==> config.mk <==
export PLATFORM = sky130hd
export DESIGN_NAME = mvm_requant_out
export DESIGN_NICKNAME = d
export VERILOG_FILES = /design/src/rtl/mvm_requant_out_pkg.sv /design/src/rtl/mvm_requant_out_sync_fifo.sv /design/src/rtl/mvm_requant_out.sv
export SDC_FILE = /design/constraint.sdc
export NUM_CORES = 1
export LEC_CHECK = 0
export ABC_AREA = 1
export CAP_MARGIN = 25
export CORE_UTILIZATION = 40
export CTS_CLUSTER_DIAMETER = 30
export DETAILED_ROUTE_END_ITERATION = 16
export GPL_TIMING_DRIVEN = 0
export SKIP_LAST_GASP = 1
export SLEW_MARGIN = 20
export SYNTH_ARGS = -nofsm -noshare
export SYNTH_HDL_FRONTEND = slang
export SYNTH_SLANG_ARGS = --single-unit
==> constraint.sdc <==
create_clock -name clk -period 4.8 [get_ports clk]
set_input_delay 0.48 -clock clk [delete_from_list [all_inputs] [get_ports clk]]
set_output_delay 0.48 -clock clk [all_outputs]
set_load 0.01 [all_outputs]
==> src/rtl/mvm_requant_out_pkg.sv <==
// Shared types and the requantisation helper for the MVM output stage.
// Converts signed 16-bit MVM results into signed 8-bit elements for the next layer.
package mvm_requant_out_pkg;

  localparam int RESULT_W = 16;
  localparam int ELEM_W   = 8;

  typedef logic signed [RESULT_W-1:0] result_t;
  typedef logic signed [ELEM_W-1:0]   elem_t;

  localparam int SAT_MIN = -128;
  localparam int SAT_MAX = 127;

  localparam result_t RES_MIN = result_t'(SAT_MIN);
  localparam result_t RES_MAX = result_t'(SAT_MAX);

  // One FIFO entry: the requantised element plus its end-of-group flag.
  typedef struct packed {
    logic  last;
    elem_t data;
  } out_word_t;

  localparam int OUT_WORD_W = $bits(out_word_t);

  typedef struct packed {
    elem_t value;
    logic  sat;
  } requant_t;

  // Floor shift, optional ReLU, then clamp. ReLU zeroing is not counted as saturation.
  function automatic requant_t requant(input result_t x, input int shift, input logic relu);
    requant_t r;
    result_t  y;
    y = x >>> shift;
    if (relu && y[RESULT_W-1]) begin
      y = '0;
    end
    r.sat   = 1'b0;
    r.value = y[ELEM_W-1:0];
    if (y > RES_MAX) begin
      r.value = RES_MAX[ELEM_W-1:0];
      r.sat   = 1'b1;
    end else if (y < RES_MIN) begin
      r.value = RES_MIN[ELEM_W-1:0];
      r.sat   = 1'b1;
    end
    return r;
  endfunction

endpackage

==> src/rtl/mvm_requant_out_sync_fifo.sv <==
// Synchronous FIFO with registered pointers and occupancy count.
// The head entry is read straight from storage at rd_ptr, so it holds while no pop occurs.
module sync_fifo #(
  parameter int WIDTH = 9,
  parameter int DEPTH = 4
) (
  input  logic                       clk,
  input  logic                       reset,
  input  logic                       push,
  input  logic                       pop,
  input  logic [WIDTH-1:0]           wr_data,
  output logic [WIDTH-1:0]           rd_data,
  output logic                       full,
  output logic                       empty,
  output logic [$clog2(DEPTH):0]     count
);

  localparam int AW = $clog2(DEPTH);
  localparam int CW = AW + 1;

  logic [WIDTH-1:0] mem [DEPTH];
  logic [AW-1:0]    wr_ptr;
  logic [AW-1:0]    rd_ptr;

  // DEPTH is a power of two, so pointers wrap by natural overflow.
  always_ff @(posedge clk) begin
    if (reset) begin
      wr_ptr <= '0;
      rd_ptr <= '0;
      count  <= '0;
    end else begin
      if (push) begin
        wr_ptr <= wr_ptr + 1'b1;
      end
      if (pop) begin
        rd_ptr <= rd_ptr + 1'b1;
      end
      case ({push, pop})
        2'b10:   count <= count + 1'b1;
        2'b01:   count <= count - 1'b1;
        default: count <= count;
      endcase
    end
  end

  always_ff @(posedge clk) begin
    if (push) begin
      mem[wr_ptr] <= wr_data;
    end
  end

  assign rd_data = mem[rd_ptr];
  assign full    = (count == CW'(DEPTH));
  assign empty   = (count == '0);

  a_no_push_full: assert property (@(posedge clk) disable iff (reset) !(push && full));
  a_no_pop_empty: assert property (@(posedge clk) disable iff (reset) !(pop && empty));

endmodule

==> src/rtl/mvm_requant_out.sv <==
// Requantises MVM results to 8-bit elements, tags group ends and buffers them for the next layer.
// Handshake: a beat moves on any posedge where valid && ready; ready never looks at valid.
module mvm_requant_out
  import mvm_requant_out_pkg::*;
#(
  parameter int K     = 2,
  parameter int SHIFT = 4,
  parameter int RELU  = 1,
  parameter int DEPTH = 4
) (
  input  logic          clk,
  input  logic          reset,
  input  logic          s_valid,
  output logic          s_ready,
  input  logic [15:0]   data_in,
  output logic          m_valid,
  input  logic          m_ready,
  output logic [7:0]    data_out,
  output logic          m_last,
  output logic          sat
);

  localparam int CW = $clog2(DEPTH) + 1;
  localparam int GW = (K > 1) ? $clog2(K) : 1;
  localparam logic [GW-1:0] LAST_IDX = GW'(K - 1);

  logic [GW-1:0] grp;
  logic          push;
  logic          pop;
  logic          full;
  logic          empty;
  logic [CW-1:0] count;
  requant_t      rq;
  out_word_t     wr_word;
  out_word_t     head;

  // Ready/valid come only from the registered count: no path from m_ready to s_ready.
  assign s_ready = (count < CW'(DEPTH));
  assign m_valid = (count != '0);
  assign push    = s_valid && s_ready;
  assign pop     = m_valid && m_ready;

  assign rq           = requant(result_t'(data_in), SHIFT, (RELU != 0));
  assign wr_word.data = rq.value;
  assign wr_word.last = (grp == LAST_IDX);

  always_ff @(posedge clk) begin
    if (reset) begin
      grp <= '0;
    end else if (push) begin
      grp <= (grp == LAST_IDX) ? '0 : grp + 1'b1;
    end
  end

  always_ff @(posedge clk) begin
    if (reset) begin
      sat <= 1'b0;
    end else if (push && rq.sat) begin
      sat <= 1'b1;
    end
  end

  sync_fifo #(
    .WIDTH (OUT_WORD_W),
    .DEPTH (DEPTH)
  ) u_fifo (
    .clk     (clk),
    .reset   (reset),
    .push    (push),
    .pop     (pop),
    .wr_data (wr_word),
    .rd_data (head),
    .full    (full),
    .empty   (empty),
    .count   (count)
  );

  // Storage is not reset, so the last flag is qualified to read 0 while empty.
  assign data_out = head.data;
  assign m_last   = m_valid && head.last;

  a_ready_full:  assert property (@(posedge clk) disable iff (reset) s_ready == !full);
  a_valid_empty: assert property (@(posedge clk) disable iff (reset) m_valid == !empty);

endmodule

==> flow_summary_export.csv <==
group,metric,value,unit
outcome,status,"complete, no violations",
worst_setup_path,critical_path_class,"reg2out",
placement,hpwl,2430,um
timing,clock.fmax,434,MHz
detailed_routing,via_count,1306,
synth,synth_area,0.00201,mm2
synth,yosys_most_used_dff,"edfxtp_1",
detailed_routing,vias_per_cell,4.55,
worst_hold_path,holdPathStages,2,
timing,timing.slew.headroom,36.7,%
timing,rsz0062_at_grt,"false",
clock_network,cts_root_buf,"clkbuf_8",
worst_setup_path,cp.arrival,1.82,ns
timing,finalSetupViolations,0,
synth,yosysMostFrequentCell,"edfxtp_1",
synth,ys_types,26,
floorplan,initial_core_util,41.9,%
synth,synth_area_leaders,"edfxtp_1 (54%), dfxtp_1 (11%), nor2_1 (5.8%)",
timing,skew,0.00700,ns
synth,syn_area_per_cell,11.0,um2
synth,yosysSeqAreaShare,64.8,%
global_route,overflow,0,
placement,io_buffer_count,27,
layout,syn_to_final_growth,22.8,%
clock_network,cts_resized,0,
floorplan,rows,25,
layout,drive_above_1_share,9.55,%
floorplan,die_h,72.8,um
global_route,grt_first_pass_wirelength,6150,um
timing,finalHoldViolations,0,
timing,whs,0.460,ns
placement,place.gp.congestion,0.678,
timing,slew_violations,0,
synth,ys_top_cells_by_count,"edfxtp_1 (36), nor2_1 (31), nand2_1 (26)",
timing,fin_tns_setup,0,ns
detailed_routing,postRouteAntennaNets,0,
timing,layout_setup_ws,2.50,ns
clock_network,cts_setup_buffers,0,
layout,layout.nets,245,
clock_network,cts.htree.levels,2,
job,max_cap_violations,0,
clock_network,postCtsHoldBufs,0,
detailed_routing,wl,3650,um
clock_network,cts_sinks,47,
global_route,antenna_found_initial,0,
synth,netlist_instances,182,
clock_network,clk_latency,0.30,ns
worst_setup_path,cp.required,4.32,ns
worst_setup_path,reg2reg_depth,4,
global_route,grt_max_degree,17,
timing,fin_crit_sh,48.0,%
floorplan,core_area,0.00479,mm2
detailed_routing,wl_per_cell,12.7,um
synth,yosysTopAreaCell,"edfxtp_1",
worst_setup_path,end_kind,"output pin",
detailed_routing,drc,0,
layout,antennaDiodeCount,0,
synth,ys_seq_elements,47,
pwr,power.leakage,0.927,nW
floorplan,fp.dieArea,0.00530,mm2
pwr,vdd_drop_max,293,uV
detailed_routing,first_iter_violations,72,
clock_network,clockBufferDepth,2,
worst_setup_path,critPathMaxFanout,10,
synth,synth_top_area_share,53.9,%
clock_network,clk_pin_slew,0.09,ns
clock_network,cts_made_buffers,5,
floorplan,die_w,72.8,um
layout,fin_util,51.5,%
pwr,power.density,483,mW/mm2
timing,min_period,2.30,ns
placement,dpl_worst_slack,2.50,ns
global_route,grt_usage,16.1,%
synth,ys.warnings.count,0,
timing,tightest_slew,0.947,ns
clock_network,cts_tree,"done",
pwr,power,1.19,mW
worst_setup_path,r2r_slack,3.04,ns
worst_hold_path,hp-class,"reg2reg",
detailed_routing,firstDrtPassIters,4,
synth,synth_edf_count,36,
global_route,grt_pass1_vias,1250,
worst_setup_path,cp-start-kind,"flip-flop",
synth,async_reset_ff_share,0,%
floorplan,io_pins,32,
worst paths after layout:
path                    start                to
max reg2reg  u_fifo.wr_ptr[0]  u_fifo.mem[0][3]
min reg2reg               sat               sat
min                       sat               sat
max                 flip-flop            m_last
registers in the layout, indices dropped and copies added, names as in the netlist, named ones only:
register / cells
u_fifo.rd_ptr: 2
u_fifo.count: 3
sat: 1
grp: 1
u_fifo.mem: 36
u_fifo.wr_ptr: 2
cell type report:
class,instances,area (um2)
Clock buffer,5,68.8
Buffer,5,65.1
Fill cell,437,2320
Tap cell,67,83.8
Multi-Input combinational cell,113,569
Inverter,20,82.6
Clock inverter,3,23.8
Sequential cell,47,1300
Timing Repair Buffer,27,270
metal layers:
layer  track usage, %  routed length (um)  vias up
met5                0                   0        -
met4             4.58                  17        0
met3             4.56                 139        4
met2             25.5                1780       28
met1             21.8                1720      591
li1                 -                   -      683
critical path, cell delays in order (launching register included):
cell and delay [ns]:
dfxtp_1 0.31, buf_4 0.17, inv_2 0.11, nor2_1 0.11, o21ai_0 0.10, a21boi_1 0.16, clkdlybuf4s50_1 0.56
cell families after synthesis:
group | count (synthesis) | synth area share, %
XOR/XNOR | 1 | 0.436
AO/OA/AOI/OAI | 37 | 10.0
buffers and inverters | 25 | 7.36
AND/OR/NAND/NOR | 65 | 13.0
adder cells (fa/ha/maj) | 6 | 4.11
other | 1 | 0.187
flip-flops | 47 | 64.8
metrics by stage:
stage	cells	area (um2)
after CTS	287	2460
after detailed placement	279	2370
after global routing	287	2460
after floorplan	185	2020
after global placement	279	2370
final	287	2460
cell usage in the layout, fill, tap and decap left out, types with 2 or more instances in the layout:
master,Yosys,routed
o21ai_0,17,17
inv_1,16,16
nand2_1,26,26
nand3_1,3,3
inv_2,2,2
clkdlybuf4s50_1,0,27
o21ai_1,4,4
clkinvlp_4,0,2
a21oi_1,6,6
buf_6,2,2
nand2_2,2,2
edfxtp_1,36,36
dfxtp_1,11,11
clkbuf_8,0,5
nor2_2,2,2
nor2_1,31,31
o22ai_1,8,8
ha_1,5,5
conb_1,1,4
where the power goes:
part,switching [mW],internal [mW]
clock,0.134,0.104
sequential,0.0242,0.505
combinational,0.228,0.195
total,0.386,0.805
Note: power is estimated with default switching activity, not from simulation.
